**config.mk**
```make
export PLATFORM = sky130hd
export DESIGN_NAME = cmd_arbiter
export DESIGN_NICKNAME = d
export VERILOG_FILES = /design/src/rtl/cmd_arbiter.sv
export SDC_FILE = /design/constraint.sdc
export NUM_CORES = 1
export LEC_CHECK = 0
export ABC_CLOCK_PERIOD_IN_PS = 4700
export CORE_ASPECT_RATIO = 0.5
export CORE_UTILIZATION = 53
export CTS_CLUSTER_SIZE = 40
export DETAILED_ROUTE_END_ITERATION = 7
export GPL_TIMING_DRIVEN = 0
export MAX_ROUTING_LAYER = met4
export PLACE_DENSITY_LB_ADDON = 0.2
export SETUP_SLACK_MARGIN = 0.4
export SLEW_MARGIN = 15
export SYNTH_ARGS = -nofsm -noshare
export SYNTH_HDL_FRONTEND = slang
export SYNTH_SLANG_ARGS = --single-unit
```
**constraint.sdc**
```tcl
create_clock -name clk -period 4.7 [get_ports clk]
set_clock_uncertainty 0.05 [all_clocks]
set_input_delay 0.94 -clock clk [delete_from_list [all_inputs] [get_ports clk]]
set_output_delay 0.94 -clock clk [all_outputs]
set_load 0.05 [all_outputs]
```
**src/rtl/cmd_arbiter.sv**
```systemverilog
// cmd_arbiter
//   Collects commands from NUM_SRC independent sources into one-entry holding
//   slots and forwards them, one per cycle, through a registered output stage
//   with valid/ready handshake. The winner among pending slots is chosen by
//   fixed priority (highest index wins) or by round-robin.
//   A command that arrives while its source slot is still occupied and not
//   being drained is dropped and counted in sticky per-source statistics.
//
// Parameters
//   NUM_SRC         number of command sources (2..8)
//   CMD_WIDTH       opcode width
//   ARG_WIDTH       argument width
//   ARB_MODE        0 = fixed priority (highest index wins), 1 = round-robin
//   DROP_CNT_WIDTH  width of each saturating drop counter
//
// Ports
//   clk          rising-edge clock
//   reset        synchronous active-high reset
//   src_cmd      per-source opcode, source i at [i*CMD_WIDTH +: CMD_WIDTH]
//   src_arg0     per-source argument, source i at [i*ARG_WIDTH +: ARG_WIDTH]
//   src_valid    per-source command strobe
//   src_pending  per-source holding slot occupied
//   cmd          arbitrated opcode
//   cmd_arg0     arbitrated argument
//   cmd_src      index of the source owning cmd (zero-extended to 3 bits)
//   cmd_valid    output command valid
//   cmd_ready    downstream accept
//   clear_stats  clears overflow flags and drop counters
//   overflow     sticky per-source drop flag
//   drop_count   per-source saturating drop counters, packed like src_cmd

module cmd_arbiter #(
    parameter int NUM_SRC        = 2,
    parameter int CMD_WIDTH      = 3,
    parameter int ARG_WIDTH      = 32,
    parameter int ARB_MODE       = 0,
    parameter int DROP_CNT_WIDTH = 8
) (
    input  logic                                clk,
    input  logic                                reset,
    input  logic [NUM_SRC*CMD_WIDTH-1:0]        src_cmd,
    input  logic [NUM_SRC*ARG_WIDTH-1:0]        src_arg0,
    input  logic [NUM_SRC-1:0]                  src_valid,
    output logic [NUM_SRC-1:0]                  src_pending,
    output logic [CMD_WIDTH-1:0]                cmd,
    output logic [ARG_WIDTH-1:0]                cmd_arg0,
    output logic [2:0]                          cmd_src,
    output logic                                cmd_valid,
    input  logic                                cmd_ready,
    input  logic                                clear_stats,
    output logic [NUM_SRC-1:0]                  overflow,
    output logic [NUM_SRC*DROP_CNT_WIDTH-1:0]   drop_count
);

    localparam int unsigned NSRC = NUM_SRC;

    // ------------------------------------------------------------------
    // State
    // ------------------------------------------------------------------
    logic [NUM_SRC-1:0]        pend;
    logic [CMD_WIDTH-1:0]      slot_cmd [NUM_SRC];
    logic [ARG_WIDTH-1:0]      slot_arg [NUM_SRC];

    logic [CMD_WIDTH-1:0]      cmd_q;
    logic [ARG_WIDTH-1:0]      arg_q;
    logic [2:0]                src_q;
    logic                      valid_q;
    logic [2:0]                last;

    logic [NUM_SRC-1:0]        ovf_q;
    logic [DROP_CNT_WIDTH-1:0] drop_q [NUM_SRC];

    // ------------------------------------------------------------------
    // Arbitration
    // ------------------------------------------------------------------
    logic                      any_pend;
    logic                      out_free;
    logic                      load;
    logic [2:0]                winner;
    logic                      found;
    logic [NUM_SRC-1:0]        rot;
    logic [NUM_SRC-1:0]        freed;
    logic [NUM_SRC-1:0]        drop;
    logic [CMD_WIDTH-1:0]      win_cmd;
    logic [ARG_WIDTH-1:0]      win_arg;

    assign any_pend = |pend;
    // Output register can take a new command when empty or being drained.
    assign out_free = !valid_q || cmd_ready;
    assign load     = out_free && any_pend;

    always_comb begin
        winner = '0;
        found  = 1'b0;
        rot    = '0;
        if (ARB_MODE == 0) begin
            // Ascending scan: the last pending index seen is the highest.
            for (int unsigned i = 0; i < NSRC; i++) begin
                if (pend[i]) begin
                    winner = 3'(i);
                end
            end
        end else begin
            // Rotate pend so bit 0 is source last+1; the first set bit of the
            // rotated vector is the round-robin winner.
            rot = NUM_SRC'({pend, pend} >> (32'(last) + 32'd1));
            for (int unsigned i = 0; i < NSRC; i++) begin
                if (!found && rot[i]) begin
                    winner = 3'((32'(last) + 32'd1 + i) % NSRC);
                    found  = 1'b1;
                end
            end
        end
    end

    always_comb begin
        freed   = '0;
        drop    = '0;
        win_cmd = '0;
        win_arg = '0;
        for (int unsigned i = 0; i < NSRC; i++) begin
            if (winner == 3'(i)) begin
                win_cmd = slot_cmd[i];
                win_arg = slot_arg[i];
            end
            freed[i] = load && (winner == 3'(i));
            drop[i]  = src_valid[i] && pend[i] && !freed[i];
        end
    end

    // ------------------------------------------------------------------
    // Holding slots
    // ------------------------------------------------------------------
    always_ff @(posedge clk) begin
        if (reset) begin
            pend <= '0;
            for (int unsigned i = 0; i < NSRC; i++) begin
                slot_cmd[i] <= '0;
                slot_arg[i] <= '0;
            end
        end else begin
            for (int unsigned i = 0; i < NSRC; i++) begin
                // A slot being drained this cycle can accept a new command
                // in the same cycle, so back-to-back strobes are not dropped.
                if (src_valid[i] && (!pend[i] || freed[i])) begin
                    slot_cmd[i] <= src_cmd[i*CMD_WIDTH +: CMD_WIDTH];
                    slot_arg[i] <= src_arg0[i*ARG_WIDTH +: ARG_WIDTH];
                    pend[i]     <= 1'b1;
                end else if (freed[i]) begin
                    pend[i]     <= 1'b0;
                end
            end
        end
    end

    // ------------------------------------------------------------------
    // Output register and round-robin pointer
    // ------------------------------------------------------------------
    always_ff @(posedge clk) begin
        if (reset) begin
            cmd_q   <= '0;
            arg_q   <= '0;
            src_q   <= '0;
            valid_q <= 1'b0;
            last    <= 3'(NUM_SRC - 1);
        end else if (out_free) begin
            if (any_pend) begin
                cmd_q   <= win_cmd;
                arg_q   <= win_arg;
                src_q   <= winner;
                valid_q <= 1'b1;
                last    <= winner;
            end else begin
                valid_q <= 1'b0;
            end
        end
    end

    // ------------------------------------------------------------------
    // Drop statistics
    // ------------------------------------------------------------------
    always_ff @(posedge clk) begin
        if (reset || clear_stats) begin
            ovf_q <= '0;
            for (int unsigned i = 0; i < NSRC; i++) begin
                drop_q[i] <= '0;
            end
        end else begin
            for (int unsigned i = 0; i < NSRC; i++) begin
                if (drop[i]) begin
                    ovf_q[i] <= 1'b1;
                    if (drop_q[i] != '1) begin
                        drop_q[i] <= drop_q[i] + 1'b1;
                    end
                end
            end
        end
    end

    // ------------------------------------------------------------------
    // Outputs
    // ------------------------------------------------------------------
    assign src_pending = pend;
    assign cmd         = cmd_q;
    assign cmd_arg0    = arg_q;
    assign cmd_src     = src_q;
    assign cmd_valid   = valid_q;
    assign overflow    = ovf_q;

    always_comb begin
        drop_count = '0;
        for (int unsigned i = 0; i < NSRC; i++) begin
            drop_count[i*DROP_CNT_WIDTH +: DROP_CNT_WIDTH] = drop_q[i];
        end
    end

endmodule
```
# ---- After elaboration in Yosys (flattened, before gate mapping)
# Memories as Yosys holds them, arrays and structs flattened.
# Index checks and enable logic that the tools add are counted.
# Widths: inputs -> output; s select.
dict set report totals {
  reg_bits 43
  ramBits 86
  elab_cells 79
  n_memories 3
}
# memory depth width rd rd_clocked_by_memory_dff wr line_no
set mem_list {}
lappend mem_list {slot_arg 2 32 2 0 2 62} ;# logic [ARG_WIDTH-1:0] slot_arg [NUM_SRC];
lappend mem_list {drop_q 2 8 2 0 2 71} ;# logic [DROP_CNT_WIDTH-1:0] drop_q [NUM_SRC];
lappend mem_list {slot_cmd 2 3 2 0 2 61} ;# logic [CMD_WIDTH-1:0] slot_cmd [NUM_SRC];
dict set report classes {
  addsub 2
  n_eq_ne 3
  n_mux 34
  n_bitwise 6
  reduce_logical 23
}
# operator n
set ops {}
lappend ops {{$mux 32} 4}
lappend ops {{$mux 1} 24}
lappend ops {{$add 8x1->8 const B} 2}
lappend ops {{$mux 8} 2}
lappend ops {{$ne 8x8->1 const B} 2}
lappend ops {{$mux 3} 4}
lappend ops {{$logic_and 1x1->1} 9}
lappend ops {{$or 1x1->1} 6}
lappend ops {{$logic_not 1->1} 5}
lappend ops {{$logic_or 1x1->1} 4}
lappend ops {{$reduce_bool 2->1} 2}
lappend ops {{$logic_not 3->1} 1}
lappend ops {{$reduce_and 2->1} 1}
lappend ops {{$reduce_or 2->1} 1}
lappend ops {{$eq 1x1->1 const B} 1}

# ---- Depth between registers and ports, before layout
dict set report depth {
  depth_word 10
  ltp_mapped 6
  depth_no_buf 5
}

# ---- Worst setup path after synthesis
# No wires, ideal clock.
dict set report synth_path {
  path_type {input-to-reg}
  start {input cmd_ready}
  end {memory slot_arg[1][0] (netlist: slot_arg[0][32]), enable pin}
  setup_time_ns 0.435
  arrival_time_ns 2.803
  slack_ns 1.412
  cell_stages 2
  path_buffers 0
  cell_sequence {and3b_1 -> o21bai_1}
}
# element line_no
set synth_rtl {}
lappend synth_rtl {{from (decl)} 49} ;# input logic cmd_ready,
lappend synth_rtl {{to (decl)} 62}

==> summary.md <==
| Metric | Value |
|---|---|
| Synth-to-Final Area Change | 40.1% |
| Worst skew pair latency | ~400 ps |
| Status | finished clean |
| Most frequent cells in the layout | 131 x clkdlybuf4s50_1, 86 x edfxtp_1, 70 x nor3b_1 |
| Leak | around 2.7 nW |
| Nets | about 640 |
| Register area share after synthesis | a little under two thirds |
| Critical Path Start Type | input pin |
| DRC | 0 |
| Worst-margin pin slew | around 860 ps |
| PD cells | approximately 430 mW/mm² |
| Row count | 25 |
| Commonest non-fill, non-tap cell in the layout | clkdlybuf4s50_1 |
| Critical-path maximum fanout | 35 |
| Largest family of logic cells by synthesized area | simple AND/OR/NAND/NOR gates |
| FMAX | around 0.34 GHz |
| Core ar. | between 0.009 and 0.01 mm² |
| Post-Synth Simple-Gate Area | 16.6% |
| Syn Std Cell Area | ~0.0053 mm² |
| WL final | ~13,000 µm |
| Initial Util | 55.4% |
| Initial drt markers | approximately 170 |
| DRT Pass-1 Iters | 5 |
| Mapped Cells | slightly above 400 |
| Vias in the first global route | roughly 4,000 |
| Clock slew at reported path FFs | roughly 60 ps |
| Reg2reg path depth | 4 |
| Setup bufs post-CTS | 0 |
| Synth Area per Inst | 12.9 µm² |
| Die W | between 100 and 150 µm |
| Vias | ~3,800 |
| Final Hold Viols | 0 |
| MaxCap Viol Count | 0 |
| CP max stage delay | around 740 ps |
| Root Buffer | clkbuf_16 |
| Critical path cell sequence | clkbuf_1, clkbuf_1, clkbuf_1, a21o_2 |
| Sink Count | approximately 130 |
| Slew HR | between 40% and 50% |
| Worst hold endpoint | overflow[0]$_SDFFE_PP0P_ |
| Pin count of the biggest net entering global routing | 36 |
| WL per Instance | ~18 µm |
| Share of layout cells above drive strength 1 | about 10% |
| CTS tree | built |
| CP arrival | 2910 ps |
| Vias per inst | between 5 and 6 |
| CTS buffer count | 17 |
| Slowest-stage cell, CP | a21o_2 |
| Post-synthesis compound-gate area fraction | roughly 7% |
| Hold path cells | 2 |
| Die Y | 72.9 µm |
| GRT Util Overall | ~27% |
| Register Area | between 0.003 and 0.004 mm² |
| FF-to-FF setup slack | roughly 2700 ps |
| Slew Viols, Final | 0 |
| Htree depth | 4 |
| Crit path time final | around 2900 ps |
| Main synth FF type | edfxtp_1 |
| Hpwl dp | between 8000 and 9000 µm |
| Hold Crit Class | flop to flop |
| XOR/XNOR share of the synthesized area | ~2% |
| Top cell by count, worst path | clkbuf_1 |
| Synth Area in Adders | 0.470% |
| Post-CTS resize count | 0 |
| Fillers | ~630 |
| WP data required | 4680 ps |
| Setup TNS | 0 ps |
| FFs w/ async S/R, synth | 0% |
| GPL Wtd Cong | between 0.7 and 0.8 |
| Mux share of post-synthesis cell area | around 6.6% |
| Die ar. | 0.0105 mm² |
| Synth cell types | 35 |
| Yosys reg bits | roughly 130 |
| Global-route wire length before repair | approximately 20,000 µm |
| Longest Clk Path Bufs | 2 |
| Final antenna-violating net count | 0 |
| Antenna violations before repair | 0 |
| Cts hold-fix bufs | 0 |
| GR Overflow Total | 0 |
| Critical R2R Capture | drop_q[0][5]$_SDFFCE_PN0P_ |
| Hold Crit Start | overflow[0]$_SDFFE_PP0P_ |
| Endpoints failing setup | 0 |
| IR drop worst, VDD | 0.000289 V |
| Post-layout util | between 70% and 80% |
| RSZ-0062 raised after global routing | false |
| Reg-to-reg startpoint | drop_q[0][0]$_SDFFCE_PN0P_ |
| Synth Warn # | 0 |
| Critical Path Sink Type | flop |
| Area taken by multi-input logic gates | around 0.0018 mm² |
| IO Port Bufs | 131 |
| Period utilization | between 60% and 70% |
| Ant diodes | 0 |
| Number of synthesized flops with an enable pin | between 80 and 90 |
| I/O pin cnt | 135 |
| CP Class | input pin to flop |
==> state kept, by name, summed over array words and instances, names as in the netlist <==
register / flops
slot_arg: 64
cmd_arg0: 32
drop_q: 16
slot_cmd: 6
cmd: 3
overflow: 2
src_pending: 2
cmd_src: 1
cmd_valid: 1
==> cells in the mapped netlist (2+ instances only) <==
library cell	number	share of area (%)
xnor2_1	8	1.3
and3_4	3	0.63
mux2i_1	35	6.6
buf_4	3	0.42
inv_1	3	0.21
a21oi_1	5	0.47
ha_1	2	0.47
xor2_1	4	0.66
nand3_1	4	0.38
and3_1	4	0.47
clkbuf_1	19	1.3
nor3b_1	70	9.9
o21ai_0	3	0.28
edfxtp_1	86	49
and2b_2	2	0.33
buf_2	12	1.1
dfxtp_1	41	15
nand2_1	4	0.28
a211oi_1	35	4.9
nor2_1	55	3.9
==> final cells by class <==
cell class,count,area share [%]
multi-input combinational,249,23.6
buffer,35,2.22
inverter,3,0.151
sequential,127,45.7
timing repair buffer,132,18.0
tap,135,2.27
clock inverter,13,2.22
clock buffer,19,5.94
==> per-layer routing <==
layer | track usage (%) | vias up | wire length, µm
met5 | - | - | 0
met4 | 11.2 | 0 | 268
met3 | 7.87 | 25 | 922
met2 | 43.2 | 149 | 6030
met1 | 32.5 | 1845 | 5420
li1 | - | 1830 | -
==> critical path: cells and delay by family <==
| family | cells | cell delay [ps] |
|---|---|---|
| buffers and inverters | 3 | 1210 |
| AOI/OAI and AO/OA | 1 | 740 |
==> kinds of logic (layout without fill, tap and decap cells) <==
| logic type | Yosys count | in the layout |
|---|---|---|
| AOI/OAI and AO/OA | 50 | 50 |
| xor gates and xnor gates | 12 | 12 |
| adders and majority gates | 2 | 2 |
| buffers and inverters | 38 | 202 |
| DFF | 127 | 127 |
| muxes | 35 | 35 |
| other | 1 | 2 |
| and+or+nand+nor | 148 | 148 |
==> how the worst max path moves through the flow <==
| stage | from | end | slack (ps) | cells past startpoint |
|---|---|---|---|---|
| 2_1_floorplan | cmd_ready | slot_arg[0][32]$_SDFFCE_PN0P_ | 1410 | 2 |
| 3_3_place_gp | cmd_ready | slot_arg[0][41]$_SDFFCE_PN0P_ | 20 | 3 |
| 3_5_place_dp | reset | slot_arg[0][6]$_SDFFCE_PN0P_ | 1360 | 4 |
| 4_1_cts | reset | slot_cmd[0][1]$_SDFFCE_PN0P_ | 1800 | 4 |
| 5_1_grt | reset | slot_arg[0][7]$_SDFFCE_PN0P_ | 1620 | 4 |
| 6_report | reset | slot_arg[0][26]$_SDFFCE_PN0P_ | 1770 | 4 |
==> per-stage QoR <==
step / instances / total power, W / setup WS [ps] / cell area, µm² / hold slack (ps)
finish: 713 / 0.00318 / 1770 / 7450 / 445
CTS: 713 / 0.00318 / 1800 / 7450 / 441
global placement: 680 / 0.00184 / 18.1 / 6810 / 412
floorplan: 414 / 0.00166 / 1410 / 5330 / 530
detailed placement: 681 / 0.00186 / 1360 / 6850 / 421
global route: 713 / 0.00327 / 1620 / 7450 / 462
==> where the power goes <==
part           switching [W]  internal [W]  total [W]
logic               0.000301      0.000198   0.000499
clock network       0.000489      0.000847    0.00134
registers          0.0000429       0.00130    0.00134
Power figures use the tool's default switching activity.
